===== src/rtl/bcd_xs3_seq_if.sv =====
// Handshake bundle between BCD producer, the bcd_xs3_seq sequencer and the Excess-3 consumer.
// Latency: none, wires only.
// Backpressure: in_ready/out_ready carry the valid/ready flow control in each direction.
interface bcd_xs3_seq_if #(
  parameter int DIGITS = 4
);
  logic                  in_valid;
  logic                  in_ready;
  logic [4*DIGITS-1:0]   in_bcd;
  logic                  out_valid;
  logic                  out_ready;
  logic [4*DIGITS-1:0]   out_xs3;
  logic                  out_err;
  logic                  busy;

  // Producer/consumer side: drives the word in and the acceptance of the result.
  modport master (
    output in_valid, in_bcd, out_ready,
    input  in_ready, out_valid, out_xs3, out_err, busy
  );

  // Sequencer side.
  modport slave (
    input  in_valid, in_bcd, out_ready,
    output in_ready, out_valid, out_xs3, out_err, busy
  );
endinterface


===== src/rtl/bcd_xs3_seq.sv =====
// Converts a packed DIGITS-wide BCD word to Excess-3, one digit per cycle through one 4-bit slice.
// Latency: accept at edge k, out_valid after edge k+DIGITS; next accept no earlier than k+DIGITS+2.
// Backpressure: result held in DONE while out_ready=0; in_ready low outside IDLE. Macro BCD_XS3_ERR_CHECK_EN flags digits > 9.
module bcd_xs3_seq #(
  parameter int DIGITS = 4
) (
  input  logic         clk,
  input  logic         rst,
  bcd_xs3_seq_if.slave bus
);

  localparam int                W        = 4 * DIGITS;
  localparam int                IDXW     = (DIGITS > 1) ? $clog2(DIGITS) : 1;
  localparam logic [IDXW-1:0]   LAST_IDX = IDXW'(DIGITS - 1);

  typedef enum logic [1:0] {
    S_IDLE = 2'd0,
    S_CONV = 2'd1,
    S_DONE = 2'd2
  } state_t;

  state_t            state_q, state_d;
  logic [IDXW-1:0]   idx_q, idx_d;
  logic [W-1:0]      word_q, word_d;
  logic [W-1:0]      result_q, result_d;
  logic [3:0]        digit;
  logic [3:0]        nib;
  logic              in_ready_c;
  logic              out_valid_c;
  logic              busy_c;

`ifdef BCD_XS3_ERR_CHECK_EN
  logic              err_q, err_d;
  logic              digit_bad;
`endif

  // Shared digit slice: picks the current digit and produces its Excess-3 code.
  always_comb begin
    digit = word_q[4*idx_q +: 4];
    nib   = digit + 4'd3;
`ifdef BCD_XS3_ERR_CHECK_EN
    digit_bad = (digit > 4'd9);
    if (digit_bad) begin
      nib = 4'hF;
    end
`endif
  end

  // Next-state, datapath updates and handshake outputs.
  always_comb begin
    state_d     = state_q;
    idx_d       = idx_q;
    word_d      = word_q;
    result_d    = result_q;
    in_ready_c  = 1'b0;
    out_valid_c = 1'b0;
    busy_c      = 1'b0;
`ifdef BCD_XS3_ERR_CHECK_EN
    err_d       = err_q;
`endif
    case (state_q)
      S_IDLE: begin
        in_ready_c = 1'b1;
        if (bus.in_valid) begin
          word_d   = bus.in_bcd;
          result_d = '0;
          idx_d    = '0;
`ifdef BCD_XS3_ERR_CHECK_EN
          err_d    = 1'b0;
`endif
          state_d  = S_CONV;
        end
      end
      S_CONV: begin
        busy_c                = 1'b1;
        result_d[4*idx_q +: 4] = nib;
`ifdef BCD_XS3_ERR_CHECK_EN
        err_d                 = err_q | digit_bad;
`endif
        if (idx_q == LAST_IDX) begin
          idx_d   = '0;
          state_d = S_DONE;
        end else begin
          idx_d   = idx_q + 1'b1;
        end
      end
      S_DONE: begin
        busy_c      = 1'b1;
        out_valid_c = 1'b1;
        if (bus.out_ready) begin
          state_d = S_IDLE;
        end
      end
      default: begin
        state_d = S_IDLE;
      end
    endcase
  end

  // State register.
  always_ff @(posedge clk) begin
    if (rst) begin
      state_q <= S_IDLE;
    end else begin
      state_q <= state_d;
    end
  end

  // Word, digit index and assembled result; reset discards any word in flight.
  always_ff @(posedge clk) begin
    if (rst) begin
      idx_q    <= '0;
      word_q   <= '0;
      result_q <= '0;
    end else begin
      idx_q    <= idx_d;
      word_q   <= word_d;
      result_q <= result_d;
    end
  end

`ifdef BCD_XS3_ERR_CHECK_EN
  // Sticky per-word flag for any digit above 9.
  always_ff @(posedge clk) begin
    if (rst) begin
      err_q <= 1'b0;
    end else begin
      err_q <= err_d;
    end
  end

  assign bus.out_err = err_q;
`else
  assign bus.out_err = 1'b0;
`endif

  // Never advertise readiness while reset is being applied.
  assign bus.in_ready  = in_ready_c & ~rst;
  assign bus.out_valid = out_valid_c;
  assign bus.out_xs3   = result_q;
  assign bus.busy      = busy_c;

endmodule


===== src/flat_wrapper.sv =====
// flat-port wrapper written by rule: the top's interface ports become plain ports
module bcd_xs3_seq_flat 
#(
  parameter int DIGITS = 4
)
  (clk, rst, bus_in_valid, bus_in_bcd, bus_out_ready, bus_in_ready, bus_out_valid, bus_out_xs3, bus_out_err, bus_busy);
  bcd_xs3_seq_if #(.DIGITS(DIGITS)) bus_i ();
  input  logic clk;
  input  logic rst;
  input wire logic [$bits(bus_i.in_valid)-1:0] bus_in_valid;
  input wire logic [$bits(bus_i.in_bcd)-1:0] bus_in_bcd;
  input wire logic [$bits(bus_i.out_ready)-1:0] bus_out_ready;
  output wire logic [$bits(bus_i.in_ready)-1:0] bus_in_ready;
  output wire logic [$bits(bus_i.out_valid)-1:0] bus_out_valid;
  output wire logic [$bits(bus_i.out_xs3)-1:0] bus_out_xs3;
  output wire logic [$bits(bus_i.out_err)-1:0] bus_out_err;
  output wire logic [$bits(bus_i.busy)-1:0] bus_busy;
  assign bus_i.in_valid = bus_in_valid;
  assign bus_i.in_bcd = bus_in_bcd;
  assign bus_i.out_ready = bus_out_ready;
  assign bus_in_ready = bus_i.in_ready;
  assign bus_out_valid = bus_i.out_valid;
  assign bus_out_xs3 = bus_i.out_xs3;
  assign bus_out_err = bus_i.out_err;
  assign bus_busy = bus_i.busy;
  bcd_xs3_seq #(.DIGITS(DIGITS)) u_core (.clk(clk), .rst(rst), .bus(bus_i));
endmodule

===== config.mk =====
export PLATFORM = sky130hd
export DESIGN_NAME = bcd_xs3_seq_flat
export DESIGN_NICKNAME = d
export VERILOG_FILES = /design/src/rtl/bcd_xs3_seq_if.sv /design/src/rtl/bcd_xs3_seq.sv /design/src/flat_wrapper.sv
export SDC_FILE = /design/constraint.sdc
export NUM_CORES = 1
export LEC_CHECK = 0
export CAP_MARGIN = 20
export CORE_MARGIN = 5
export CORE_UTILIZATION = 49
export CTS_CLUSTER_SIZE = 12
export DETAILED_ROUTE_END_ITERATION = 8
export GPL_ROUTABILITY_DRIVEN = 0
export GPL_TIMING_DRIVEN = 0
export PLACE_DENSITY = 0.79
export SYNTH_ARGS = -nofsm -noshare
export SYNTH_HDL_FRONTEND = slang
export SYNTH_SLANG_ARGS = --single-unit

===== constraint.sdc =====
create_clock -name clk -period 2.55 [get_ports clk]
set_input_delay 0.3825 -clock clk [delete_from_list [all_inputs] [get_ports clk]]
set_output_delay 0.3825 -clock clk [all_outputs]
set_load 0.02 [all_outputs]

==> results.md <==
* Status: complete, no violations
* Ports at 40
* Reg-to-reg startpoint: u_core.idx_q[1]$_SDFFE_PP0P_
* CTS Buf Count at 5
* Layout net count at 261
* Slew Viols, Final at 0
* Slew @ Worst Pin at 0.506 ns
* Routed len/inst at 13.2 um
* Vias in the first global route at 1367
* Drt pass-1 iters at 4
* Synthesized flop and latch total at 36
* Vias per inst at 5.28
* Post-cts repair resize count at 0
* Clock Pin Slew Worst Setup and Hold Paths at 0.10 ns
* Critical Path RT at 2.17 ns
* Maxcap violations at 0
* First-pass GRT wire length at 6.19 mm
* Yosys warns at 0
* Clk_lat worst skew at 0.34 ns
* Seq/Total Area, Yosys at 42.3%
* CTS tree: yes
* Die Y at 69.0 um
* Arr. time, crit path at 1.84 ns
* Layout area overhead at 28.7%
* Row Count at 21
* Slew HR at 66.3%
* Proportion of netlist area held by the largest area contributor at 42.3%
* Slowest stage cell, crit path: clkdlybuf4s50_1
* Die Wd at 69.0 um
* Diode count at 0
* Area contributors post-synth: dfxtp_1 (42%), nand2_1 (7.9%), ha_1 (5.9%), a21oi_1 (5.3%), mux4_2 (5.3%)
* Final ANT Viol Nets at 0
* Mapped Cells at 189
* Worst-path fanout max at 8
* Total Wirelength at 3.70 mm
* Crit. Startpoint: u_core.state_q[1]$_SDFFE_PP0P_
* Setup TNS at 0 ns
* Routed vias at 1477
* Top Layer Used: met4
* Crit path max-delay family: buffers and inverters
* Setup crit start kind: flop
* Netlist cell types at 43
* # hold bufs at CTS at 0
* Met1 WL at 1.68 mm
* Yosys top cell by area: dfxtp_1
* Critical path class: flop to output pin
* Max Freq at 449 MHz
* H-tree levels at 2
* Maximum clock path buffer count at 2
* Die ar. at 4750 um^2
* Synth Cell Area at 1700 um^2
* GRT overflow at 0
* Unrepaired setup endpoints after global routing: false
* Flop2flop setup slack at 0.46 ns
* Primary FF master, synth: dfxtp_1
* EDFF count, synth at 0
* Metal3 WL at 233 um
* Final period util at 87.3%
* Synth Net Count at 217
* Crit path capture type: output pin
* Avg Cell Area, Syn at 9.01 um^2
* Fin Clk Skew at 0.00908 ns
* Crit path largest cell delay at 0.61 ns
* Share of layout cells above drive strength 1 at 8.97%
* Core ar. at 3360 um^2
* Most frequent cells in the layout: clkdlybuf4s50_1 (37), nand2_1 (36), dfxtp_1 (36)
* Final HPWL DP at 2.86 mm
* Postcts setup bufs at 0
* Final setup viols at 0
* DR iter-0 viols at 106
* Quantity of I/O buffers inserted on ports at 37
* Clock Sink Count at 36
* # DRC at 0
* CP bufs+invs at 3
* Most common cell after layout, fill and taps aside: clkdlybuf4s50_1
* Initial Util at 50.6%
* WL met2 at 1.76 mm
* Pwr Density at 581 nW/um^2
* GRT Total Usage at 17.5%
* Final-report hold violation count at 0
* Hold Path Origin: u_core.word_q[8]$_SDFFE_PP0P_
* Design Power at 1.27 mW
* Min Tclk post-route at 2.23 ns
* FFs w/ async S/R, synth at 0%
* P_leak at 0.833 nW
* CTS Root Buffer Type: clkbuf_4
* Cell Chain, Critical Path: inv_1, ha_1, buf_2, nor2b_1, clkdlybuf4s50_1
* Hold/Removal Path Class: flop to flop
* Worst vdd rail ir drop at 0.000370 V
* Largest net degree at the start of global routing at 12
* Initial antenna violation count at 0
## flip-flops by register name (all words and copies together), names as in the netlist
name / flops
u_core.bus.out_xs3: 16
u_core.idx_q: 2
u_core.word_q: 16
u_core.state_q: 2
## cell usage after synthesis (2+ instances only)
library cell and instances:
nor2b_1 4, a2bb2oi_1 3, mux2i_1 2, clkbuf_1 7
a311o_1 2, a32oi_1 2, nand2_1 36, a21oi_1 18
o21ai_0 4, nor2_1 13, nor3_1 2, ha_1 8
xnor2_1 2, inv_1 10, nand4_1 3, a22oi_1 2
and4b_1 2, dfxtp_1 36, mux4_2 4, nor4_1 2
o21a_1 2, a22o_1 3, nand3_1 2
## final timing paths
kind | end | cells after the start
max | bus_in_ready | 5
min | u_core.word_q[8]$_SDFFE_PP0P_ | 2
max reg2reg | u_core.bus.out_xs3[3]$_SDFFE_PP0P_ | 5
min reg2reg | u_core.word_q[8]$_SDFFE_PP0P_ | 2
## logic make-up after synthesis
family / Yosys count / synth area share [%]
muxes: 7 / 7.13
xor gates and xnor gates: 3 / 1.98
other: 1 / 0.220
buffers and inverters: 20 / 5.14
AOI/OAI and AO/OA: 40 / 16.0
and+or+nand+nor: 74 / 21.3
adders and majority gates: 8 / 5.88
DFF: 36 / 42.3
## per-layer routing
layer  track usage, %  vias to the layer above
li1                 -                      746
met1             21.1                      687
met2             30.2                       41
met3             4.05                        3
met4             6.57                        0
met5                0                        -
## final cells by class
class | instances | area, um^2
Buffer | 10 | 50.0
Clock buffer | 6 | 51.3
Clock inverter | 2 | 10.0
Fill cell | 303 | 1170
Inverter | 10 | 37.5
Multi-Input combinational cell | 133 | 895
Sequential cell | 36 | 721
Tap cell | 46 | 57.6
Timing Repair Buffer | 37 | 370
## worst reg2reg max path: cells and delay by family, from the launching register on
| family | cells | cell delay, ns |
|---|---|---|
| fa+ha+maj | 1 | 0.36 |
| buf+inv | 1 | 0.13 |
| flops | 1 | 0.51 |
| simple gates | 3 | 1.05 |
## metrics by stage
stage | util, % | worst slack, ns | instance area [um^2] | instances | hold WS (ns)
global placement | 63.4 | 0.392 | 2130 | 272 | 0.441
floorplan | - | 0.676 | 1700 | 189 | 0.433
global route | 65.2 | 0.219 | 2190 | 280 | 0.477
detailed placement | 63.4 | 0.398 | 2130 | 272 | 0.446
CTS | 65.2 | 0.293 | 2190 | 280 | 0.461
finish | 65.2 | 0.324 | 2190 | 280 | 0.461
## power breakdown
part	total, mW	switching [mW]	internal [mW]
combinational	0.341	0.192	0.149
clock	0.318	0.187	0.131
sequential	0.614	0.0194	0.594
Power figures use the tool's default switching activity.
==> patch 1, RTL diff (same flow settings) <==
The 3 states of `state_t` get a one-hot encoding in 3 bits.
--- a/src/rtl/bcd_xs3_seq.sv
+++ b/src/rtl/bcd_xs3_seq.sv
@@ -15,6 +15,6 @@
 
-  typedef enum logic [1:0] {
-    S_IDLE = 2'd0,
-    S_CONV = 2'd1,
-    S_DONE = 2'd2
+  typedef enum logic [2:0] {
+    S_IDLE = 3'b001,
+    S_CONV = 3'b010,
+    S_DONE = 3'b100
   } state_t;
Behaviour: same outputs for any inputs over 10 cycles, from zero or initial values and one cycle with rst high; not proved beyond that.
==> patch 1 against the unedited design <==
Sequential cell count up 1. Maximum frequency fell by 8.1%. Die area increased by 2.8%. Global-route usage is 0.42 points lower. Final area increased by 3.0%. Hold slack lost 1.7 ps. Routed wire length up 6.8%. Utilization increased by 0.90 points. Synthesized area rose by 3.2%. Setup slack got worse by 200 ps. Register-to-register slack lost 330 ps.
Power is not compared: it rests on default switching activity, and its combinational part moved more than twofold at a synthesized area within 25%.
==> patch 1: results (changes against the unedited design) <==
holdPathEnd: "u_core.word_q[13]$_SDFFE_PP0P_"
ctsResizeCount: 2  # +2
timing.fmax_mhz: 413  # -8.1%
drive_above_1_share: 0.112  # +0.0218
worstSetupEndpoint: "u_core.bus.out_xs3[3]$_SDFFE_PP0P_"
total_power_uw: 1080
arrival_ps: 2700  # +860 ps
fin_skew_ps: 10.7  # +1.64 ps
vias_per_cell: 5.31  # +0.71%
m1WireLength_um: 1700  # +1.1%
final_nets: 269  # +3.1%
dp_cells: 281  # +3.3%
synth_area_leaders: "dfxtp_1, a21oi_1, nand2_1"
wl_met3_um: 270  # +16%
syn-num-nets: 225  # +3.7%
routed_wl_um: 3950  # +6.8%
yosysSeqAreaShare: 0.421  # -0.00187
portBuffers: 37  # unchanged
syn_area_per_cell_um2: 8.88  # -1.5%
final_cells: 288  # +2.9%
critical_path.max_fanout: 10  # +2
wl_met2_um: 1890  # +7.4%
holdCritStartpoint: "u_core.word_q[13]$_SDFFE_PP0P_"
status: "finished, final reports clean"
yosys-top-cells-count: "dfxtp_1, nand2_1, a21oi_1"
rrSetupSlack_ps: 130  # -330 ps
slowest_stage: "or3b_2"
track_usage: 0.171  # -0.00424
path_delay_family: "simple AND/OR/NAND/NOR gates"
ys_types: 36  # -16%
grt_max_degree: 11  # -1
postPlaceCellArea_um2: 2190  # +2.6%
dp_hpwl_um: 2970  # +4.0%
crit_path_start: "u_core.idx_q[0]$_SDFFE_PP0P_"
reg2reg_depth: 7  # +2
patch 1: changes by cell type after synthesis, sizes merged, moves of 4 or more:
cell,unedited run,this run
nor2b,4,0
a22oi,2,9
o21ai,5,1
nand3b,1,6
inv,10,4
nor2,13,22
a21oi,18,27
patch 1: final cells by class:
class / count / area [um2]
buffer: 13 / 72.6
clock buffer: 7 / 55.1
fill: 314 / 1160
inverter: 4 / 15.0
multi-input combinational: 144 / 943
sequential: 37 / 743
tap: 46 / 57.6
timing repair buffer: 37 / 370
patch 1: cells by family after synthesis:
family / after synthesis / share of synthesized area
AND/OR/NAND/NOR: 91 / 0.284
AO/OA/AOI/OAI: 39 / 0.132
flip-flops: 37 / 0.421
buffers and inverters: 17 / 0.0484
adder cells (fa/ha/maj): 7 / 0.0498
multiplexers: 5 / 0.0577
other: 1 / 0.00213
XOR/XNOR: 1 / 0.00498
patch 1: layer usage:
metal  global-route usage  vias up
li1                     -      780
met1                0.210      690
met2                0.281       49
met3               0.0416       11
met4               0.0787        0
met5                    0        -
==> patch 2, RTL diff (config.mk and constraints unchanged) <==
Made on the original files. `DIGITS` is set to 4 in 3 places; all go to 8. Comments in the files are not updated.
--- a/src/rtl/bcd_xs3_seq_if.sv
+++ b/src/rtl/bcd_xs3_seq_if.sv
@@ -4,3 +4,3 @@
 interface bcd_xs3_seq_if #(
-  parameter int DIGITS = 4
+  parameter int DIGITS = 8
 );
--- a/src/rtl/bcd_xs3_seq.sv
+++ b/src/rtl/bcd_xs3_seq.sv
@@ -4,3 +4,3 @@
 module bcd_xs3_seq #(
-  parameter int DIGITS = 4
+  parameter int DIGITS = 8
 ) (
--- a/src/flat_wrapper.sv
+++ b/src/flat_wrapper.sv
@@ -3,3 +3,3 @@
 #(
-  parameter int DIGITS = 4
+  parameter int DIGITS = 8
 )
Interface: changed (resized bus_in_bcd and bus_out_xs3); port bits go from 40 to 72. The function was not compared with the original's and may differ.
==> patch 2 against the unedited design <==
Setup slack got worse by 230 ps. Global-route usage increased by 2.9 points. Sequential cell count increased by 33. Non-clock buffer count increased by 47. Routed wire length increased by 120%. Final area increased by 90%. Total power increased by 110%. Synthesized area increased by 84%. Largest power group unchanged.
==> patch 2: results (changes against the unedited design) <==
clk_pin_slew_ps: 70  # -30 ps
yosysSeqAreaShare: 0.442  # +0.0184
drive_above_1_share: 0.0852  # -0.00454
switching_power_uw: 791  # +99%
arrival_ps: 2680  # +840 ps
dp_cells: 507  # +86%
holdCritStartpoint: "u_core.word_q[0]$_SDFFE_PP0P_"
ys_types: 41  # -4.7%
antenna_found_initial: 0  # unchanged
status: "finished, final reports clean"
syn-num-nets: 407  # +88%
max-slew-margin-rel: 0.480  # -0.183
vias_per_cell: 5.57  # +5.6%
wire_per_inst_um: 15.4  # +17%
htree_levels: 3  # +1
critical_path.max_fanout: 10  # +2
grt_pass1_wl_um: 13400  # +120%
synthCells: 360  # +90%
yosys-top-cells-count: "nand2_1, dfxtp_1, a21oi_1"
reg2reg_from: "u_core.idx_q[0]$_SDFFE_PP0P_"
synth_area_leaders: "dfxtp_1, nand2_1, a21oi_1"
clk_latency_ps: 360  # +20 ps
reg2reg_depth: 11  # +6
track_usage: 0.204  # +0.0290
rrSetupSlack_ps: 100  # -360 ps
final_nets: 489  # +87%
drt_first_iter_violations: 199  # +88%
timing.hold.ws_ps: 456  # -5.69 ps
slowest_stage: "dfxtp_2"
holdPathEnd: "u_core.word_q[0]$_SDFFE_PP0P_"
ir_drop_uv: 411  # +11%
postPlaceCellArea_um2: 3930  # +84%
grt_pass1_vias: 2844  # +110%
root_buffer: "clkbuf_8"
dp_slack_ps: -550  # -948 ps
via_count: 2912  # +97%
dp_hpwl_um: 5860  # +110%
firstDrtPassIters: 5  # +1
p_leak_uw: 0.00155  # +87%
cpPeakStageDelay_ps: 370  # -240 ps
ys.flop_type: "dfxtp_1"
fin_skew_ps: 4.76  # -4.32 ps
[patch 2: cell families after synthesis]
kind of cell	synth area share
compound gates	0.163
xor+xnor	0.0108
fa+ha+maj	0.0440
buf+inv	0.0448
flops	0.442
mux	0.0840
other cells	0.00120
simple gates	0.211
[patch 2: worst max-delay path by stage]
stage	slack, ps	to	cells after the start	from
2_1_floorplan	60	u_core.bus.out_xs3[10]$_SDFFE_PP0P_	12	u_core.idx_q[0]$_SDFFE_PP0P_
3_3_place_gp	-550	bus_in_ready	6	rst
3_5_place_dp	-550	bus_in_ready	6	rst
4_1_cts	5	u_core.bus.out_xs3[13]$_SDFFE_PP0P_	9	u_core.idx_q[0]$_SDFFE_PP0P_
5_1_grt	2	u_core.bus.out_xs3[13]$_SDFFE_PP0P_	9	u_core.idx_q[0]$_SDFFE_PP0P_
6_report	100	u_core.bus.out_xs3[5]$_SDFFE_PP0P_	11	u_core.idx_q[0]$_SDFFE_PP0P_
[patch 2: power by group through the flow]
| stage | Combinational [uW] | Clock, uW | Sequential (uW) |
|---|---|---|---|
| after floorplan | 396 | 0 | 1190 |
| after global placement | 589 | 0 | 1190 |
| after detailed placement | 599 | 0 | 1190 |
| after CTS | 602 | 905 | 1170 |
| after global routing | 681 | 944 | 1180 |
| final | 619 | 894 | 1170 |
[patch 2: worst register-to-register path, cell delays in order (launching register included)]
cell       delay [ps]
dfxtp_2           370
buf_6             170
buf_6             160
inv_1              90
ha_1              230
ha_4              330
o31a_1            190
clkbuf_4          210
nand2_1            70
a21o_1            220
a2bb2oi_1         200
nor2_1             70
[patch 2: what timing repair did]
action | 4_1_cts | 5_1_grt
resized for setup | 8 | 2
setup buffers | 0 | 3
endpoints found under the hold margin | 0 | 0
gates cloned | 0 | 0
endpoints found under the setup margin | 18 | 12
[patch 2: layout make-up]
class	count	area, um2
fillers	538	2120
multi-input cells	259	1620
flip-flops and latches	69	1380
repair buffers	73	722
clock buffers	14	163
plain buffers	21	108
well taps	77	96.3
inverters	9	33.8
clock inverters	1	30.0
[patch 2: per-stage QoR]
stage,total power [uW],setup TNS (ps)
floorplan,1590,0
global placement,1780,-3900
detailed placement,1790,-4140
CTS,2680,0
global route,2800,0
finish,2680,0
[patch 2: per-layer routing]
| layer | wire (um) | GRT usage | vias up |
|---|---|---|---|
| li1 | - | - | 1405 |
| met3 | 663 | 0.0726 | 16 |
| met4 | 139 | 0.0906 | 0 |
| met2 | 3920 | 0.337 | 130 |
| met1 | 3340 | 0.238 | 1361 |
| met5 | 0 | 0 | - |
